==> src/rtl/pll_sup_pkg.sv <==
// Shared types for the PLL lock supervisor: state encoding and counter sizing helper.
package pll_sup_pkg;

  typedef enum logic [2:0] {
    ST_HOLD      = 3'd0,
    ST_WAIT_LOCK = 3'd1,
    ST_STABLE    = 3'd2,
    ST_RUN       = 3'd3,
    ST_FAULT     = 3'd4
  } pll_sup_state_e;

  function automatic int unsigned clog2(input int unsigned value);
    int unsigned result;
    result = 0;
    while ((64'd1 << result) < 64'(value)) result++;
    return result;
  endfunction

endpackage

==> src/rtl/sync_bit.sv <==
// Multi-flop synchronizer for a single asynchronous status bit; resets to 0.
module sync_bit #(
  parameter int unsigned STAGES = 2
) (
  input  logic clk,
  input  logic rst_n,
  input  logic d,
  output logic q
);

  logic [STAGES-1:0] sync_ff;

  always_ff @(posedge clk or negedge rst_n) begin
    if (!rst_n) sync_ff <= '0;
    else        sync_ff <= {sync_ff[STAGES-2:0], d};
  end

  assign q = sync_ff[STAGES-1];

endmodule

==> src/rtl/pll_lock_supervisor.sv <==
// Sequences PLL reset, qualifies its asynchronous lock and releases a clean
// downstream reset; retries on timeout or lock loss, parks in FAULT after MAX_RETRY.
module pll_lock_supervisor
  import pll_sup_pkg::*;
#(
  parameter int unsigned RST_HOLD_CYCLES     = 256,
  parameter int unsigned LOCK_TIMEOUT_CYCLES = 65536,
  parameter int unsigned LOCK_STABLE_CYCLES  = 1024,
  parameter int unsigned MAX_RETRY           = 7,
  parameter int unsigned SYNC_STAGES         = 2
) (
  input  logic       clk,
  input  logic       rst_n,
  input  logic       pll_lock,
  input  logic       force_relock,
  output logic       pll_rst,
  output logic       sys_rst_n,
  output logic       locked,
  output logic       fault,
  output logic [3:0] retry_cnt,
  output logic [7:0] lock_loss_cnt,
  output logic [2:0] state_o
);

  localparam int unsigned MAX_A   = (RST_HOLD_CYCLES > LOCK_TIMEOUT_CYCLES) ?
                                    RST_HOLD_CYCLES : LOCK_TIMEOUT_CYCLES;
  localparam int unsigned MAX_CNT = (MAX_A > LOCK_STABLE_CYCLES) ? MAX_A : LOCK_STABLE_CYCLES;
  localparam int unsigned CNT_W   = (clog2(MAX_CNT) < 1) ? 1 : clog2(MAX_CNT);

  localparam logic [CNT_W-1:0] HOLD_LAST    = CNT_W'(RST_HOLD_CYCLES - 1);
  localparam logic [CNT_W-1:0] TIMEOUT_LAST = CNT_W'(LOCK_TIMEOUT_CYCLES - 1);
  localparam logic [CNT_W-1:0] STABLE_LAST  = CNT_W'(LOCK_STABLE_CYCLES - 1);
  localparam logic [3:0]       RETRY_LIMIT  = 4'(MAX_RETRY);

  pll_sup_state_e   state, state_nxt;
  logic [CNT_W-1:0] cnt, cnt_nxt;
  logic [3:0]       retry_nxt;
  logic [7:0]       loss_nxt;
  logic             lock_sync;

  sync_bit #(.STAGES(SYNC_STAGES)) u_lock_sync (
    .clk   (clk),
    .rst_n (rst_n),
    .d     (pll_lock),
    .q     (lock_sync)
  );

  always_comb begin
    state_nxt = state;
    cnt_nxt   = cnt + 1'b1;
    retry_nxt = retry_cnt;
    loss_nxt  = lock_loss_cnt;

    case (state)
      ST_HOLD: begin
        if (cnt == HOLD_LAST) state_nxt = ST_WAIT_LOCK;
      end
      ST_WAIT_LOCK: begin
        if (lock_sync) begin
          state_nxt = ST_STABLE;
        end else if (cnt == TIMEOUT_LAST) begin
          if (retry_cnt == RETRY_LIMIT) begin
            state_nxt = ST_FAULT;
          end else begin
            retry_nxt = retry_cnt + 1'b1;
            state_nxt = ST_HOLD;
          end
        end
      end
      ST_STABLE: begin
        if (!lock_sync)                state_nxt = ST_WAIT_LOCK;
        else if (cnt == STABLE_LAST)   state_nxt = ST_RUN;
      end
      ST_RUN: begin
        cnt_nxt = '0;
        if (!lock_sync) begin
          state_nxt = ST_HOLD;
          if (lock_loss_cnt != '1) loss_nxt = lock_loss_cnt + 1'b1;
        end
      end
      ST_FAULT: begin
        cnt_nxt = '0;
      end
      default: state_nxt = ST_HOLD;
    endcase

    // Relock overrides the transition but a simultaneous lock loss is still counted.
    if (force_relock) begin
      state_nxt = ST_HOLD;
      retry_nxt = '0;
    end

    if (force_relock || state_nxt != state) cnt_nxt = '0;
    if (state_nxt == ST_RUN) retry_nxt = '0;
  end

  always_ff @(posedge clk or negedge rst_n) begin
    if (!rst_n) begin
      state         <= ST_HOLD;
      cnt           <= '0;
      retry_cnt     <= '0;
      lock_loss_cnt <= '0;
      pll_rst       <= 1'b1;
      sys_rst_n     <= 1'b0;
      locked        <= 1'b0;
      fault         <= 1'b0;
    end else begin
      state         <= state_nxt;
      cnt           <= cnt_nxt;
      retry_cnt     <= retry_nxt;
      lock_loss_cnt <= loss_nxt;
      pll_rst       <= (state_nxt == ST_HOLD) || (state_nxt == ST_FAULT);
      sys_rst_n     <= (state_nxt == ST_RUN);
      locked        <= (state_nxt == ST_RUN);
      fault         <= (state_nxt == ST_FAULT);
    end
  end

  assign state_o = state;

endmodule

==> config.mk <==
export PLATFORM = sky130hd
export DESIGN_NAME = pll_lock_supervisor
export DESIGN_NICKNAME = d
export VERILOG_FILES = /design/src/rtl/pll_sup_pkg.sv /design/src/rtl/sync_bit.sv /design/src/rtl/pll_lock_supervisor.sv
export SDC_FILE = /design/constraint.sdc
export NUM_CORES = 1
export LEC_CHECK = 0
export CAP_MARGIN = 20
export CORE_UTILIZATION = 35
export DETAILED_ROUTE_END_ITERATION = 10
export GPL_TIMING_DRIVEN = 0
export SLEW_MARGIN = 10
export SYNTH_ARGS = -nofsm -noshare
export SYNTH_HDL_FRONTEND = slang
export SYNTH_SLANG_ARGS = --single-unit
==> constraint.sdc <==
create_clock -name clk -period 2.5 [get_ports clk]
set_input_delay 0.25 -clock clk [delete_from_list [all_inputs] [get_ports clk]]
set_output_delay 0.25 -clock clk [all_outputs]
set_load 0.01 [all_outputs]
==> reports/metrics.cfg <==
[clock_network]
cts-buffers-inserted=5
post-cts-setup-buffers=0
clock-root-buffer=clkbuf_8
clock_tree_from_tritoncts=done
cts.htree.levels=2
tritoncts_sink_count=36
cts_buffer_depth=2
clkLatencyLatePin_ns=0.29
clk_transition_reported_paths_ns=0.07

[sta]
grt_setup_unrepaired=no
finClkSkew_ns=0.00577
worst-slew-pin-transition_ns=0.775
fmax_mhz=424
setup-tns-final_ns=0
max-slew-margin-rel=0.484
finalCritPeriodShare=0.944
final_setup_violation_count=0
drv_slew=0
fin_worst_hold_slack_ns=0.0300
fin_crit_ns=2.36
endpoints_failing_hold=0

[worst_setup_path]
reg2reg_from=cnt[0]
critical_path.n_buffers_inverters=0
critical_path_data_required_time_ns=2.66
critPathCaptureType=register
slowest_library_cell_on_the_worst_path=or4_4
startpoint=cnt[0]
critPathMaxFanout=9
worstPathArrival_ns=2.52
worst_path_largest_cell_delay_ns=0.62
timing.critical_path.from_type=register
timing.setup.critical_path_class=reg2reg
critical_path_cell_list=ha_1, nand3_1, or4_4, a21oi_2, a2bb2oi_2, nor3b_1
timing.critical_path.max_delay_family=simple AND/OR/NAND/NOR gates

[finish]
drive_above_1_share=0.115
area_growth_syn_to_layout_pct=22.7
fin_nets=206
n_antenna_cell=0
fillCellCount=483
most-common-layout-cells=dfrtp_1, clkdlybuf4s50_1, nand2_1
most_common_library_cell_in_the_layout_ignoring_fill_and_taps=dfrtp_1
utilization=0.455

[outcome]
run_status=finished clean

[power]
total_power_of_the_final_layout_mw=1.14
pwr_density_cell_mw_per_mm2=521
cellLeakagePower_nw=0.924
vdd_drop_max_mv=0.262

[grt]
first_global_vias=1259
grt_pass1_wl_um=6070
grt_start_max_net_pins=37
remaining_global_route_overflow=0
track_usage=0.152
number_of_antenna_violations_at_the_first_check_in_global_routing=0

[placement]
dp.final_hpwl_um=2380
finalWeightedCongestion=0.769
io_buffers=21

[synth]
synth_top_family_by_area=simple AND/OR/NAND/NOR gates
synthesis.instances=171
synth_flop_cell=dfrtp_1
synthSimpleGateAreaFrac=0.283
synth_xor_area_frac=0.113
muxShareOfSynthArea=0.0175
syn_avg_cell_area_um2=10.5
synth_net_count=178
warnings_synthesis=0
asyncSetResetFlopFracSynth=1.00
register_area_share_after_synthesis=0.505
yosysUniqueCellTypes=40
yosys.area_share.adder=0.0210
synth_compound_gate_area_share=0.0462
syn-cell-area_mm2=0.00179
seq_cells_post_synth=36
synth_edf_count=0

[drt]
drt-wirelength-per-cell_um=13.2
count_of_antenna_violating_nets_left_after_detailed_routing=0
detail_route.iter0.violations=69
detail_route.first_pass.iterations=4
dr_vias=1350
detail_route.wirelength_um=3530
drc=0
viasPerCell=5.06

[die]
die-area_mm2=0.00540
die_height_um=73.5
core_box_area_mm2=0.00482
die_width_um=73.5
row_count=25
floorplan.initialDensity=0.371
top_level_ports=23

[worst_hold_path]
holdCritPathClass=in2async

[run]
maxCapViolations=0

[kinds of logic after synthesis]
family | after synthesis
flops | 36
fa+ha+maj | 3
xor+xnor | 23
simple gates | 91
compound gates | 11
mux | 3
buf+inv | 4
[through the flow]
step / cells / area, um2 / worst slack, ns
2_1_floorplan: 171 / 1790 / 0.490
3_3_place_gp: 259 / 2080 / 0.145
3_5_place_dp: 259 / 2080 / 0.100
4_1_cts: 267 / 2190 / 0.0574
5_1_grt: 267 / 2190 / 0.00633
6_report: 267 / 2190 / 0.139
[registers in the layout (all words and copies together) (netlist names)]
name                 count
pll_rst                  1
lock_loss_cnt            8
locked                   1
fault                    1
u_lock_sync.sync_ff      2
state_o                  3
cnt                     16
retry_cnt                4
[worst register-to-register path: stages, from the launching register on]
cell and delay, ns:
dfrtp_1 0.40, ha_1 0.21, nand3_1 0.19, or4_4 0.62, a21oi_2 0.24, a2bb2oi_2 0.46
nor3b_1 0.11
[final cells by class]
| type | count | area, um2 | share of cell area |
|---|---|---|---|
| plain buffers | 4 | 27.5 | 0.0125 |
| clock buffers | 5 | 68.8 | 0.0314 |
| clock inverters | 3 | 42.5 | 0.0194 |
| multi-input cells | 131 | 863 | 0.394 |
| flip-flops and latches | 36 | 902 | 0.411 |
| well taps | 67 | 83.8 | 0.0382 |
| repair buffers | 21 | 205 | 0.0936 |
[cell usage after synthesis (2+ instances only)]
cell type	instances	area share
and3_1	4	0.014
nand3b_1	2	0.0084
nor2_1	16	0.034
dfrtp_1	35	0.49
a21oi_1	3	0.0084
ha_1	3	0.021
a31oi_1	2	0.0070
nand4_1	9	0.031
nor3_1	17	0.048
xnor2_1	15	0.073
mux2i_1	2	0.011
nor4_1	5	0.017
nand3_1	8	0.022
xor2_1	8	0.039
nand2_1	17	0.036
[power by group]
| group | switching (mW) | total (mW) | internal [mW] |
|---|---|---|---|
| combinational | 0.0226 | 0.0329 | 0.0104 |
| sequential | 0.00557 | 0.593 | 0.588 |
| clock | 0.222 | 0.517 | 0.295 |
| total | 0.250 | 1.14 | 0.893 |
[layer usage]
metal  share of wire  global-route usage  vias to the layer above
met4           0.027              0.0791                        0
met1            0.50               0.206                      644
met3           0.029              0.0343                        9
met5               0                   0                        -
met2            0.45               0.226                       26
li1                -                   -                      671
[worst paths after layout]
| check | to | slack [ns] | cells past startpoint |
|---|---|---|---|
| setup / recovery | cnt[1] | 0.14 | 6 |
| hold / removal | cnt[6] | 0.03 | 1 |
| setup reg to reg | cnt[1] | 0.14 | 6 |
| hold reg to reg | u_lock_sync.sync_ff[1] | 0.35 | 0 |
| max in group asynchronous | cnt[8] | 1.98 | 1 |
| min in group clk | u_lock_sync.sync_ff[1] | 0.35 | 0 |
[timing repair]
item                                    CTS  global route
gates resized for setup                   0             1
hold buffers                              0             0
endpoints found under the setup margin    0             9
Note: power is estimated with default switching activity, not from simulation.
